--- src/rtl/ycfsm_token_driver_if.sv ---
// Host handshake, result and cell-rail bundle for the ycfsm token driver.
// The master side is the host plus the asynchronous cell. The slave side is the driver.
interface ycfsm_token_driver_if;
    logic       s_valid;
    logic       s_ready;
    logic       s_bit;
    logic       s_match;
    logic       s_clear;
    logic       r_valid;
    logic [1:0] r_out;
    logic       r_timeout;
    logic       r_illegal;
    logic       err;
    logic       y_reset;
    logic [1:0] y_in;
    logic [1:0] y_match;
    logic [1:0] y_out;

    modport master (
        output s_valid, s_bit, s_match, s_clear, y_out,
        input  s_ready, r_valid, r_out, r_timeout, r_illegal, err,
        input  y_reset, y_in, y_match
    );

    modport slave (
        input  s_valid, s_bit, s_match, s_clear, y_out,
        output s_ready, r_valid, r_out, r_timeout, r_illegal, err,
        output y_reset, y_in, y_match
    );
endinterface

--- src/rtl/ycfsm_token_driver.sv ---
// Clocked four-phase driver: places one host token on the ycfsm in/match rails and waits for the cell output.
// It then returns the rails to empty and reports the captured code, with timeout and illegal-code detection.
module ycfsm_token_driver #(
    parameter int TIMEOUT  = 255,
    parameter int CW       = 8,
    parameter int RST_HOLD = 4
) (
    input logic             clk,
    input logic             reset,
    ycfsm_token_driver_if.slave bus
);
    typedef enum logic [2:0] {CLEAR, IDLE, DRIVE, RELEASE, ERROR} state_t;

    localparam int            HW        = (RST_HOLD > 1) ? $clog2(RST_HOLD) : 1;
    localparam logic [CW-1:0] TMO       = CW'(TIMEOUT);
    localparam logic [HW-1:0] HOLD_LAST = HW'(RST_HOLD - 1);

    function automatic logic [CW-1:0] sat_inc(input logic [CW-1:0] v);
        return (v == {CW{1'b1}}) ? v : v + CW'(1);
    endfunction

    function automatic logic [1:0] enc(input logic b);
        return b ? 2'b10 : 2'b01;
    endfunction

    state_t        state;
    logic [CW-1:0] timer;
    logic [HW-1:0] hold;
    logic [1:0]    s1, s2, q;
    logic          stable;

    // Agreement between s2 and q filters out any y_out pulse that lasts only one cycle.
    assign stable = (s2 == q);

    always_ff @(posedge clk) begin
        if (reset) begin
            state         <= CLEAR;
            hold          <= '0;
            timer         <= '0;
            s1            <= 2'b00;
            s2            <= 2'b00;
            q             <= 2'b00;
            bus.y_reset   <= 1'b1;
            bus.y_in      <= 2'b00;
            bus.y_match   <= 2'b00;
            bus.s_ready   <= 1'b0;
            bus.r_valid   <= 1'b0;
            bus.r_out     <= 2'b00;
            bus.r_timeout <= 1'b0;
            bus.r_illegal <= 1'b0;
            bus.err       <= 1'b0;
        end else begin
            s1          <= bus.y_out;
            s2          <= s1;
            q           <= s2;
            bus.r_valid <= 1'b0;

            if (bus.s_clear) begin
                // A clear request aborts any transaction in progress and overrides a token offered in the same cycle.
                state       <= CLEAR;
                hold        <= '0;
                timer       <= '0;
                bus.y_reset <= 1'b1;
                bus.y_in    <= 2'b00;
                bus.y_match <= 2'b00;
                bus.s_ready <= 1'b0;
                bus.err     <= 1'b0;
            end else begin
                case (state)
                    CLEAR: begin
                        if (hold == HOLD_LAST) begin
                            state       <= IDLE;
                            bus.y_reset <= 1'b0;
                            bus.s_ready <= 1'b1;
                        end else begin
                            hold <= hold + HW'(1);
                        end
                    end
                    IDLE: begin
                        if (bus.s_valid && bus.s_ready) begin
                            state         <= DRIVE;
                            bus.y_in      <= enc(bus.s_bit);
                            bus.y_match   <= enc(bus.s_match);
                            bus.s_ready   <= 1'b0;
                            bus.r_timeout <= 1'b0;
                            bus.r_illegal <= 1'b0;
                            timer         <= '0;
                        end
                    end
                    DRIVE: begin
                        if (stable && (s2 != 2'b00)) begin
                            state         <= RELEASE;
                            bus.r_out     <= s2;
                            bus.r_illegal <= (s2 == 2'b11);
                            bus.y_in      <= 2'b00;
                            bus.y_match   <= 2'b00;
                            timer         <= '0;
                        end else if (timer == TMO) begin
                            state         <= RELEASE;
                            bus.r_out     <= 2'b00;
                            bus.r_timeout <= 1'b1;
                            bus.y_in      <= 2'b00;
                            bus.y_match   <= 2'b00;
                            timer         <= '0;
                        end else begin
                            timer <= sat_inc(timer);
                        end
                    end
                    RELEASE: begin
                        if (stable && (s2 == 2'b00)) begin
                            state       <= IDLE;
                            bus.r_valid <= 1'b1;
                            bus.s_ready <= 1'b1;
                        end else if (timer == TMO) begin
                            state   <= ERROR;
                            bus.err <= 1'b1;
                        end else begin
                            timer <= sat_inc(timer);
                        end
                    end
                    ERROR: begin
                        bus.s_ready <= 1'b0;
                        bus.y_in    <= 2'b00;
                        bus.y_match <= 2'b00;
                    end
                    default: begin
                        state <= CLEAR;
                        hold  <= '0;
                    end
                endcase
            end
        end
    end
endmodule

--- src/flat_wrapper.sv ---
// flat-port wrapper written by rule: the top's interface ports become plain ports
module ycfsm_token_driver_flat 
#(
    parameter int TIMEOUT  = 255,
    parameter int CW       = 8,
    parameter int RST_HOLD = 4
)
  (clk, reset, bus_s_valid, bus_s_bit, bus_s_match, bus_s_clear, bus_y_out, bus_s_ready, bus_r_valid, bus_r_out, bus_r_timeout, bus_r_illegal, bus_err, bus_y_reset, bus_y_in, bus_y_match);
  ycfsm_token_driver_if bus_i ();
  input logic clk;
  input logic reset;
  input wire logic [$bits(bus_i.s_valid)-1:0] bus_s_valid;
  input wire logic [$bits(bus_i.s_bit)-1:0] bus_s_bit;
  input wire logic [$bits(bus_i.s_match)-1:0] bus_s_match;
  input wire logic [$bits(bus_i.s_clear)-1:0] bus_s_clear;
  input wire logic [$bits(bus_i.y_out)-1:0] bus_y_out;
  output wire logic [$bits(bus_i.s_ready)-1:0] bus_s_ready;
  output wire logic [$bits(bus_i.r_valid)-1:0] bus_r_valid;
  output wire logic [$bits(bus_i.r_out)-1:0] bus_r_out;
  output wire logic [$bits(bus_i.r_timeout)-1:0] bus_r_timeout;
  output wire logic [$bits(bus_i.r_illegal)-1:0] bus_r_illegal;
  output wire logic [$bits(bus_i.err)-1:0] bus_err;
  output wire logic [$bits(bus_i.y_reset)-1:0] bus_y_reset;
  output wire logic [$bits(bus_i.y_in)-1:0] bus_y_in;
  output wire logic [$bits(bus_i.y_match)-1:0] bus_y_match;
  assign bus_i.s_valid = bus_s_valid;
  assign bus_i.s_bit = bus_s_bit;
  assign bus_i.s_match = bus_s_match;
  assign bus_i.s_clear = bus_s_clear;
  assign bus_i.y_out = bus_y_out;
  assign bus_s_ready = bus_i.s_ready;
  assign bus_r_valid = bus_i.r_valid;
  assign bus_r_out = bus_i.r_out;
  assign bus_r_timeout = bus_i.r_timeout;
  assign bus_r_illegal = bus_i.r_illegal;
  assign bus_err = bus_i.err;
  assign bus_y_reset = bus_i.y_reset;
  assign bus_y_in = bus_i.y_in;
  assign bus_y_match = bus_i.y_match;
  ycfsm_token_driver #(.TIMEOUT(TIMEOUT), .CW(CW), .RST_HOLD(RST_HOLD)) u_core (.clk(clk), .reset(reset), .bus(bus_i));
endmodule
--- config.mk ---
export PLATFORM = sky130hd
export DESIGN_NAME = ycfsm_token_driver_flat
export DESIGN_NICKNAME = d
export VERILOG_FILES = /design/src/rtl/ycfsm_token_driver_if.sv /design/src/rtl/ycfsm_token_driver.sv /design/src/flat_wrapper.sv
export SDC_FILE = /design/constraint.sdc
export NUM_CORES = 1
export LEC_CHECK = 0
export ABC_AREA = 1
export ABC_CLOCK_PERIOD_IN_PS = 1750
export BUFFER_PORTS_ARGS = -buffer_cell sky130_fd_sc_hd__buf_2
export CORE_UTILIZATION = 30
export DETAILED_ROUTE_END_ITERATION = 12
export HOLD_SLACK_MARGIN = 0.1
export SLEW_MARGIN = 30
export SYNTH_ARGS = -nofsm -noshare
export SYNTH_HDL_FRONTEND = slang
export SYNTH_SLANG_ARGS = --single-unit
--- constraint.sdc ---
create_clock -name clk -period 1.75 [get_ports clk]
set_input_delay 0.0875 -clock clk [delete_from_list [all_inputs] [get_ports clk]]
set_output_delay 0.0875 -clock clk [all_outputs]
set_load 0.01 [all_outputs]
==> results.txt <==
share of layout cells above drive strength 1 = 0.1828
Die Ht = 74.69 µm
CTS tree = done
clock root buffer = clkbuf_8
Max transition margin = 0.7467
fin crit period = 1.580 ns
Worst Reg-to-Reg Cells = 9
I/O pins = 20
clock group share of total power = 0.405
DR vias = 1472
Critical Path, Cell by Cell = ha_1, nand3_1, nor2_1, nor2_1, nor2_1, nand2_1, nand2_1, nand2_1, nor2_1
hold path depth = 4
Synth top area share = 0.3915
Setup TNS = 0 ns
vias in the first global route = 1319
clock sinks = 31
sequential area share after synthesis = 0.3915
Setup violations, final = 0
WP data arrival = 1.80 ns
async set-reset flop share out of synthesis = 0
RSZ-0062 raised after global routing = no
cell internal pwr = 0.001017 W
Top FF cell, synth = dfxtp_1
total die area = 5579 µm²
Flop pwr share = 0.539
Switching Share = 0.2380
combinational power share = 0.056
Yosys reg bits = 31
status = finished clean
Core ar. = 5107 µm²
std cell rows = 26
number of enable flip-flop cells after synthesis = 0
DRT Wirelength = 3.233 mm
most used cell, CP = nor2_1
Tcrit/Tclk final = 0.9029
routed vias/inst = 4.355
ANT cells = 0
most frequent cells after synthesis = 58 x nand2_1, 48 x nor2_1, 31 x dfxtp_1, 29 x inv_1, 16 x a21oi_1
most frequent cell after synthesis = nand2_1
CP startpoint kind = flip-flop
total CTS buffers = 5
Worst Setup End Kind = flip-flop
Yosys warning count = 0
area grow syn2layout = 19.18%
Die W = 74.69 µm
setup bufs post-CTS = 0
final hold violation count = 0
Final nets = 277
WS Path Type = reg -> reg
total grt overflow = 0
Reg clk slew, reported paths = 0.07 ns
Worst path max stage delay = 0.36 ns
max_cap viols = 0
pwr dens = 706.4 nW/µm²
first-pass GRT wire length = 5.589 mm
All-Layer GR Usage = 0.1347
# DRC = 0
Core Util, Final = 0.3699
clock latency at the later pin of the worst-skew pair = 0.28 ns
WP data required = 1.97 ns
Synthesized Nets = 248
total power draw = 0.001335 W
Slowest-stage cell, CP = dfxtp_1
top post-synthesis cells by area = dfxtp_1 39%, nand2_1 14%, nor2_1 11%
Worst Clk Skew = 0.006339 ns
Syn Std Cell Area = 1585 µm²
P_sw = 0.0003177 W
largest net degree at the start of global routing = 17
multi-input combinational cell area = 820.8 µm²
WL/cell = 9.565 µm
GP Congestion = 0.8214
clock tree buffer depth = 2
# fillers = 559
DRT antenna net count = 0
Peak supply drop = 0.4716 mV
syn_area_per_cell = 6.661 µm²
CTS H-tree depth = 2
CP max FO = 4
Static Leak = 0.8352 nW
fmax = 632.9 MHz
Slew Viols, Final = 0
initial drt markers = 83
Synth area leader = dfxtp_1
DP Wirelength = 2.407 mm
Hold Path Class = in -> reg
register area = 620.6 µm²
initial antenna violation count = 0
Tightest Pin Transition = 0.3785 ns
drt first pass iters = 4
Cell variety after synth = 23
Initial Utilization = 0.3104
port bufs = 19
post-synthesis cell count = 238
[sequential cells by signal (all words and copies together) (netlist names)]
| signal | flops |
|---|---|
| u_core.bus.r_valid | 1 |
| u_core.bus.r_timeout | 1 |
| u_core.q | 2 |
| u_core.bus.r_out | 2 |
| u_core.bus.err | 1 |
| u_core.bus.y_reset | 1 |
| u_core.s2 | 2 |
| u_core.bus.s_ready | 1 |
| u_core.state | 3 |
| u_core.bus.y_in | 2 |
| u_core.bus.y_match | 2 |
| u_core.timer | 8 |
| u_core.s1 | 2 |
| u_core.hold | 2 |
| u_core.bus.r_illegal | 1 |
[metal layers]
metal,vias to the layer above,part of all wire,global-route usage
li1,799,-,-
met1,644,0.48,0.1687
met2,24,0.47,0.2212
met3,5,0.041,0.03347
met4,0,0.013,0.05660
met5,-,0,0
[cells in the final DEF, fill, tap and decap left out]
cell type / netlist / routed
nand4_1: 1 / 1
o21bai_1: 2 / 2
clkinv_2: 0 / 3
nand3_2: 2 / 2
nor2_1: 48 / 47
nor3_1: 2 / 2
inv_2: 4 / 4
dfxtp_1: 31 / 31
buf_2: 0 / 19
nand2_1: 58 / 58
nor2_2: 3 / 4
o21ai_2: 1 / 1
o21ai_0: 12 / 12
nor2_4: 2 / 2
inv_1: 29 / 29
xnor2_1: 2 / 2
and3_1: 1 / 1
nand3_1: 11 / 11
nand2_2: 5 / 5
dlygate4sd3_1: 0 / 5
clkbuf_8: 0 / 5
a21oi_2: 1 / 1
nand3_4: 2 / 2
buf_4: 0 / 1
a21oi_1: 16 / 16
ha_1: 2 / 2
[per-stage QoR]
step	std cells	setup WS [ns]	instance area, µm²	hold WS [ns]
floorplan	238	0.3542	1585	0.1945
global placement	325	0.2287	1753	0.2884
detailed placement	325	0.1299	1753	0.2978
CTS	338	0.1151	1887	0.1322
global route	338	0.01577	1889	0.1695
finish	338	0.1700	1889	0.1354
[cells by family after synthesis]
| family | after synthesis | share of synthesized area |
|---|---|---|
| and+or+nand+nor | 135 | 0.3804 |
| DFF | 31 | 0.3915 |
| xor gates and xnor gates | 2 | 0.01105 |
| buffers and inverters | 36 | 0.09234 |
| AOI/OAI and AO/OA | 32 | 0.1089 |
| adders and majority gates | 2 | 0.01578 |
[cell type report]
type | instances | share of cell area
Sequential cell | 31 | 0.3285
Multi-Input combinational cell | 171 | 0.4344
Tap cell | 70 | 0.04636
Clock inverter | 3 | 0.007947
Inverter | 33 | 0.06556
Timing Repair Buffer | 25 | 0.08079
Clock buffer | 5 | 0.03642
[final timing paths]
kind	from	to	slack (ns)
worst max-delay path	u_core.timer[0]	u_core.state[0]	0.17
worst min-delay path	bus_s_clear	u_core.bus.r_illegal	0.14
worst min register to register	u_core.s1[1]	u_core.s2[1]	0.40
worst max register to register	u_core.timer[0]	u_core.state[0]	0.17
[power groups by stage]
stage                     Clock (W)  Sequential, W  Combinational (W)
after detailed placement          0       0.000736          0.0000664
after floorplan                   0       0.000735          0.0000454
final                      0.000541       0.000720          0.0000743
after CTS                  0.000560       0.000720          0.0000750
after global placement            0       0.000735          0.0000663
after global routing       0.000593       0.000721          0.0000857
[critical path: cells and delay by family, from the launching register on]
| family | cells | cell delay (ns) |
|---|---|---|
| flip-flops | 1 | 0.36 |
| adder cells (fa/ha/maj) | 1 | 0.21 |
| AND/OR/NAND/NOR | 8 | 0.94 |
[repair_timing]
| item | in CTS | in global routing |
|---|---|---|
| hold endpoints to repair | 6 | 0 |
| endpoints found under the setup margin | 0 | 7 |
| gates resized for setup | 0 | 1 |
| hold buffers | 5 | 0 |
Power figures use the tool's default switching activity.
